`src/rtl/cook_timer_seq.sv`:
```
// Microwave cook-timer sequencer: keypad m:ss BCD entry, 1 s countdown while run is high, timer_done at 0:00.
// Optional macro ADD30_EN enables key 4'hA as a saturating +30 s key.
module cook_timer_seq #(
  parameter int PRESCALE = 100
) (
  input  logic       clk,
  input  logic       reset,
  input  logic [3:0] keypad_data,
  input  logic       keypad_valid,
  input  logic       clearn,
  input  logic       run,
  output logic [3:0] min_ones,
  output logic [3:0] sec_tens,
  output logic [3:0] sec_ones,
  output logic       zero,
  output logic       timer_done
);
  localparam int PW = $clog2(PRESCALE);
  localparam logic [PW-1:0] PMAX = PW'(PRESCALE - 1);

  typedef enum logic [2:0] {IDLE, ENTRY, COUNT, PAUSE, DONE} state_t;
  typedef struct packed {
    logic [3:0] m;
    logic [3:0] t;
    logic [3:0] o;
  } bcd_t;

  state_t        state;
  bcd_t          cur;
  logic [PW-1:0] pre;

  logic tick, key_dig, key_add;
  bcd_t t_dec, t_new;

  // Never goes below 0:00; borrow chain runs ones -> tens -> minutes.
  function automatic bcd_t dec_1s(input bcd_t v);
    bcd_t r;
    r = v;
    if (v != '0) begin
      if (v.o != 4'd0) r.o = v.o - 4'd1;
      else begin
        r.o = 4'd9;
        if (v.t != 4'd0) r.t = v.t - 4'd1;
        else begin
          r.t = 4'd5;
          r.m = v.m - 4'd1;
        end
      end
    end
    return r;
  endfunction

`ifdef ADD30_EN
  function automatic bcd_t add_30s(input bcd_t v);
    bcd_t r;
    r = v;
    if (v.t >= 4'd3) begin
      if (v.m == 4'd9) r = '{m: 4'd9, t: 4'd5, o: 4'd9};
      else begin
        r.t = v.t - 4'd3;
        r.m = v.m + 4'd1;
      end
    end else r.t = v.t + 4'd3;
    return r;
  endfunction

  assign key_add = keypad_valid && (keypad_data == 4'hA) && (state != DONE);
`else
  assign key_add = 1'b0;
`endif

  // A digit is refused when it would push an invalid (>5) value into the tens place.
  assign key_dig = keypad_valid && (keypad_data <= 4'd9) && (cur.o <= 4'd5);
  assign tick    = (state == COUNT) && run && (pre == PMAX);

  always_comb begin
    t_dec = tick ? dec_1s(cur) : cur;
    t_new = t_dec;
`ifdef ADD30_EN
    if (key_add) t_new = add_30s(t_dec);
`endif
  end

  always_ff @(posedge clk or posedge reset) begin
    if (reset) begin
      state      <= IDLE;
      cur        <= '0;
      pre        <= '0;
      timer_done <= 1'b0;
    end else if (!clearn) begin
      state      <= IDLE;
      cur        <= '0;
      pre        <= '0;
      timer_done <= 1'b0;
    end else begin
      case (state)
        IDLE, ENTRY, DONE: begin
          if (state == ENTRY && run && !zero) begin
            state <= COUNT;
            pre   <= '0;
            cur   <= t_new;
          end else if (!run && key_dig) begin
            cur        <= {cur.t, cur.o, keypad_data};
            state      <= ENTRY;
            timer_done <= 1'b0;
          end else if (key_add) begin
            cur   <= t_new;
            state <= ENTRY;
          end
        end
        COUNT: begin
          cur <= t_new;
          if (!run) state <= PAUSE;
          else begin
            pre <= tick ? '0 : pre + 1'b1;
            if (t_new == '0) begin
              state      <= DONE;
              timer_done <= 1'b1;
            end
          end
        end
        PAUSE: begin
          cur <= t_new;
          if (run) state <= COUNT;
        end
        default: state <= IDLE;
      endcase
    end
  end

  assign min_ones = cur.m;
  assign sec_tens = cur.t;
  assign sec_ones = cur.o;
  assign zero     = (cur == '0);
endmodule
```
`config.mk`:
```
export PLATFORM = sky130hd
export DESIGN_NAME = cook_timer_seq
export DESIGN_NICKNAME = d
export VERILOG_FILES = /design/src/rtl/cook_timer_seq.sv
export SDC_FILE = /design/constraint.sdc
export NUM_CORES = 1
export LEC_CHECK = 0
export ABC_AREA = 0
export BUFFER_PORTS_ARGS = -buffer_cell sky130_fd_sc_hd__buf_2
export CORE_MARGIN = 2
export CORE_UTILIZATION = 58
export CTS_CLUSTER_SIZE = 8
export DETAILED_ROUTE_END_ITERATION = 10
export PLACE_DENSITY = 0.91
export SLEW_MARGIN = 20
export SYNTH_ARGS = -nofsm -noshare
export SYNTH_HDL_FRONTEND = slang
export SYNTH_SLANG_ARGS = --single-unit
```
`constraint.sdc`:
```
create_clock -name clk -period 3.5 [get_ports clk]
set_input_delay 0.7 -clock clk [delete_from_list [all_inputs] [get_ports clk]]
set_output_delay 0.7 -clock clk [all_outputs]
set_load 0.02 [all_outputs]
```
# After elaboration in Yosys (flattened, before gate mapping)
# Cells that the tools add are included.
# Widths: inputs -> output; s select.
dict set report totals {
  register_bits 23
  input_bits 9
  out_inout_bits 14
  word_cells 76
}
dict set report op_classes {
  addsub 4
  magnitude_cmp 2
  n_eq_ne 15
  mux 28
  reduce_logical 21
}
# operator count
set ops {}
lappend ops {{$mux 12} 5}
lappend ops {{$mux 7} 4}
lappend ops {{$logic_not 12->1} 2}
lappend ops {{$pmux 12 s2} 1}
lappend ops {{$mux 3} 6}
lappend ops {{$ne 3x3->1 const B} 5}
lappend ops {{$pmux 7 s2} 1}
lappend ops {{$mux 4} 3}
lappend ops {{$reduce_bool 12->1} 1}
lappend ops {{$sub 4x1->4 const B} 3}
lappend ops {{$pmux 3 s3} 1}
lappend ops {{$mux 8} 1}
lappend ops {{$reduce_bool 4->1} 2}
lappend ops {{$add 7x1->7 const B} 1}
lappend ops {{$eq 7x7->1 const B} 1}
lappend ops {{$logic_and 1x1->1} 7}
lappend ops {{$eq 3x2->1 const B} 2}
lappend ops {{$ne 3x2->1 const B} 2}
lappend ops {{$reduce_and 3->1} 2}
lappend ops {{$mux 1} 5}
lappend ops {{$reduce_and 5->1} 1}
lappend ops {{$le 4x3->1 const B} 1}
lappend ops {{$le 4x4->1 const B} 1}
lappend ops {{$ne 4x3->1 const B} 1}
lappend ops {{10 further kinds} 11}

# Depth between registers and ports, before layout
dict set report logic_depth {
  ltp_word 10
  mapped_depth 11
  ltp_nobuf 10
}

# Least setup slack after synthesis
# Ideal clock, no wire load.
dict set report synth_path {
  kind {flip-flop to flip-flop}
  start {reg cur, in the netlist sec_ones[0]}
  end {reg cur, in the netlist min_ones[0]}
  setup_ns 0.082
  t_arrival_ns 2.667
  required_ns 3.418
  slack_ns 0.750
  stages_incl_launch_ff 11
  path_buffers 0
  period_less_slack_ns 2.750
  cell_sequence {dfrtp_1 inv_1 ha_1 nor3b_2 nand3_1 inv_1 nor4b_1 o211ai_1 nand2b_1 o21ba_2 o22ai_1}
}
dict set report synth_via {
  elab_cells_between_ends 16
  classes_between {order compare (1); eq/ne (1); mux (6); reduce/logical (8)}
}
# element line
set synth_rtl {}
lappend synth_rtl {{from (decl)} 29} ;# bcd_t cur;
lappend synth_rtl {{from (signal assigned)} 101} ;# cur <= t_new;
lappend synth_rtl {{from (signal assigned)} 103} ;# cur <= {cur.t, cur.o, keypad_data};
lappend synth_rtl {{from (signal assigned)} 107} ;# cur <= t_new;
lappend synth_rtl {{$logic_not 12->1 *} 134} ;# assign zero = (cur == '0);
lappend synth_rtl {{named net zero} 15} ;# output logic zero,
lappend synth_rtl {{$logic_not 1->1 *} 98} ;# if (state == ENTRY && run && !zero) begin
lappend synth_rtl {{$logic_and 1x1->1 *} 98}
lappend synth_rtl {{$mux 12} 98}
lappend synth_rtl {{$pmux 12 s2} 96} ;# case (state)
lappend synth_rtl {{$mux 12} 90} ;# end else if (!clearn) begin
# The timed path passes the listed nets; every way through them passes the cells marked *.
# A chain may end at the register's enable or synchronous reset.

# Worst setup path after layout
dict set report layout_path {
  start {reg cur, in the netlist sec_ones[0]}
  end {out zero}
}
dict set report layout_via {
  elab_chain_cells 1
}
# element line
set layout_rtl {}
lappend layout_rtl {{$logic_not 12->1} 134}
lappend layout_rtl {{to (decl)} 15}
# Every way passes these cells.

==> results.tsv <==
metric	value	unit
synth warn	0	
Top delay family on crit path	simple AND/OR/NAND/NOR gates	
GRT overflow	0	
PnR worst setup slack	0.386	ns
antenna violations before repair	0	
Final Slew Violations	0	
synth cell count leaders	28 x o21ai_0, 23 x dfrtp_1, 22 x nand2_1, 22 x nor2_1, 12 x a21oi_1	
Clock Root Buffer	clkbuf_4	
Net Sw Frac	0.518	
Inserted Diodes	0	
wire per inst	15.7	µm
Synth area leaders	dfrtp_1 33%, o21ai_0 7.9%, nand2_1 4.7%	
Yosys cell types	54	
Crit Path Max Fanout	9	
endpoints failing setup	0	
fin area	1920	µm²
crit path time final	3.11	ns
Flop pwr share	0.318	
Starting Density	0.592	
maxcap violations	0	
Reg area	576	µm²
placed cell areas	1890	µm²
worst skew pair latency	0.32	ns
Post-Syn Area per Cell	8.28	µm²
outcome	completed	
H-Tree Depth	1	
setup_tns	0	ns
worst slack, placed	0.459	ns
vias in the first global route	1621	
cts hold-fix bufs	0	
WP data required	2.80	ns
Buffers on Ports	22	
number of I/O pins	23	
internal power	705	µW
Filler cells	253	
WS Path Type	reg2out	
crit end category	output port	
first-pass GRT wire length	7.36	mm
Total Routing Usage GR	0.271	
Final Hold Fails	0	
CTS tree	built	
Via density	6.38	
Max Root-Sink Buffers	2	
# resized after CTS	0	
largest net degree at the start of global routing	24	
Final Cycle Share	0.890	
row cnt	20	
CP cell instances	inv_1, ha_1, nor3b_4, nand3_1, inv_1, buf_2	
most used cell, CP	inv_1	
via count	1683	
leading area contributor after synthesis	dfrtp_1	
total clock sinks	23	
#FFs+latches synth	23	
area delta synth->final	8.94	%
die height	59.2	µm
top-area cell type share of the netlist area	0.326	
relative max-transition margin	0.404	
Post-CTS Setup Inserts	0	
fin nets	246	
die width	59.2	µm
Multi-input gate area	1110	µm²
combinational power share	0.594	
DRC violations left	0	
Clock Skew	0.00187	ns
initial drt markers	123	
Peak VDD IR	419	µV
asr flop ratio synth	1.00	
final wirelength	4.15	mm
post-detailed-route count of antenna-violating nets	0	
net switching power	759	µW
Mapped Nets	227	
most frequent cell after synthesis	o21ai_0	
register area share after synthesis	0.326	
die area	3500	µm²
RSZ-0062 raised after global routing	no	
total CTS buffers	3	
cell leakage power	0.000847	µW
Synth Cell Area	1760	µm²
EDFF count, synth	0	
PwrDens	762	nW/µm²
Least-Margin Pin Slew	0.893	ns
Synth Instances	213	
Overall Power	1460	µW
WP data arrival	2.41	ns
Clk network pwr share	0.089	
Worst-path clk slew	0.13	ns
worst hold path class	reg2reg	
core area	2980	µm²
maximum clock rate	321	MHz
max incr delay on CP	0.51	ns
Most used DFF post-synth	dfrtp_1	
WP buf/inv	3	
share of cells above drive strength 1	0.203	
final RePlAce weighted congestion	0.896	
Worst path slowest cell	dfrtp_1	
Util after Layout	0.645	
R2R setup slack	0.42	ns
post-DP HPWL	3.06	mm
DR pass1 iterations	4	
startpoint types	register	
## layout make-up
cell class	count	share of cell area
clock buffer	3	0.0117
clock inverter	1	0.00260
inverter	10	0.0195
multi-input combinational	169	0.576
sequential	23	0.299
tap	33	0.0215
timing repair buffer	25	0.0690
## metrics by stage
stage | hold WS, ns | std cells
after CTS | 0.500 | 264
final | 0.506 | 264
after detailed placement | 0.482 | 260
after global placement | 0.481 | 260
after floorplan | 0.445 | 213
after global routing | 0.523 | 264
## power by group through the flow
stage               clock network (µW)  registers (µW)  logic (µW)
detailed placement                   0             464         847
CTS                                133             458         850
finish                             130             465         869
global route                       145             483         958
floorplan                            0             446         640
global placement                     0             463         833
## state kept, by name, summed over array words and instances, names as in the netlist
name	count
pre	7
min_ones	4
sec_ones	4
sec_tens	4
state	3
timer_done	1
## path summary, 6_finish.rpt
kind                             start     endpoint  depth (start not counted)
min in group asynchronous        reset  min_ones[0]                          2
hold reg to reg                 pre[6]       pre[6]                          1
hold / removal                  pre[6]       pre[6]                          1
setup reg to reg           sec_ones[0]  min_ones[0]                         11
max in group asynchronous        reset  sec_tens[3]                          2
setup / recovery           sec_ones[0]         zero                          6
## logic make-up (layout without fill, tap and decap cells)
| logic type | after synthesis | count (layout) | share of synthesized area |
|---|---|---|---|
| fa+ha+maj | 5 | 5 | 0.0355 |
| flops | 23 | 23 | 0.326 |
| buf+inv | 21 | 39 | 0.0496 |
| mux | 5 | 5 | 0.0291 |
| compound gates | 70 | 70 | 0.265 |
| simple gates | 89 | 89 | 0.295 |
## layout by cell type (no fill, tap or decap), types with 2 or more instances in the layout
cell type	Yosys	layout
o31ai_1	2	2
o211ai_1	3	3
nand4_1	4	4
o21ai_0	28	28
nor3b_1	2	2
nor2_1	22	22
o21a_1	2	2
nand3_1	9	9
nor3_4	2	2
a21oi_1	12	12
dfrtp_1	23	23
mux2i_1	4	4
clkbuf_4	0	3
o311ai_0	2	2
buf_4	0	3
buf_2	1	22
and3_2	2	2
ha_1	5	5
nor4_1	2	2
nor2b_1	4	4
inv_1	10	10
and2_1	2	2
o22ai_1	5	5
nand4b_1	2	2
a211oi_1	2	2
nor3_1	3	3
a21o_1	2	2
nand2_1	22	22
## layer usage
| layer | routed length [µm] | vias to the layer above | global-route usage |
|---|---|---|---|
| li1 | - | 827 | - |
| met4 | 63 | 0 | 0.0909 |
| met5 | 0 | - | 0 |
| met3 | 271 | 7 | 0.0240 |
| met1 | 1880 | 782 | 0.389 |
| met2 | 1930 | 67 | 0.430 |
Note: power is estimated with default switching activity, not from simulation.
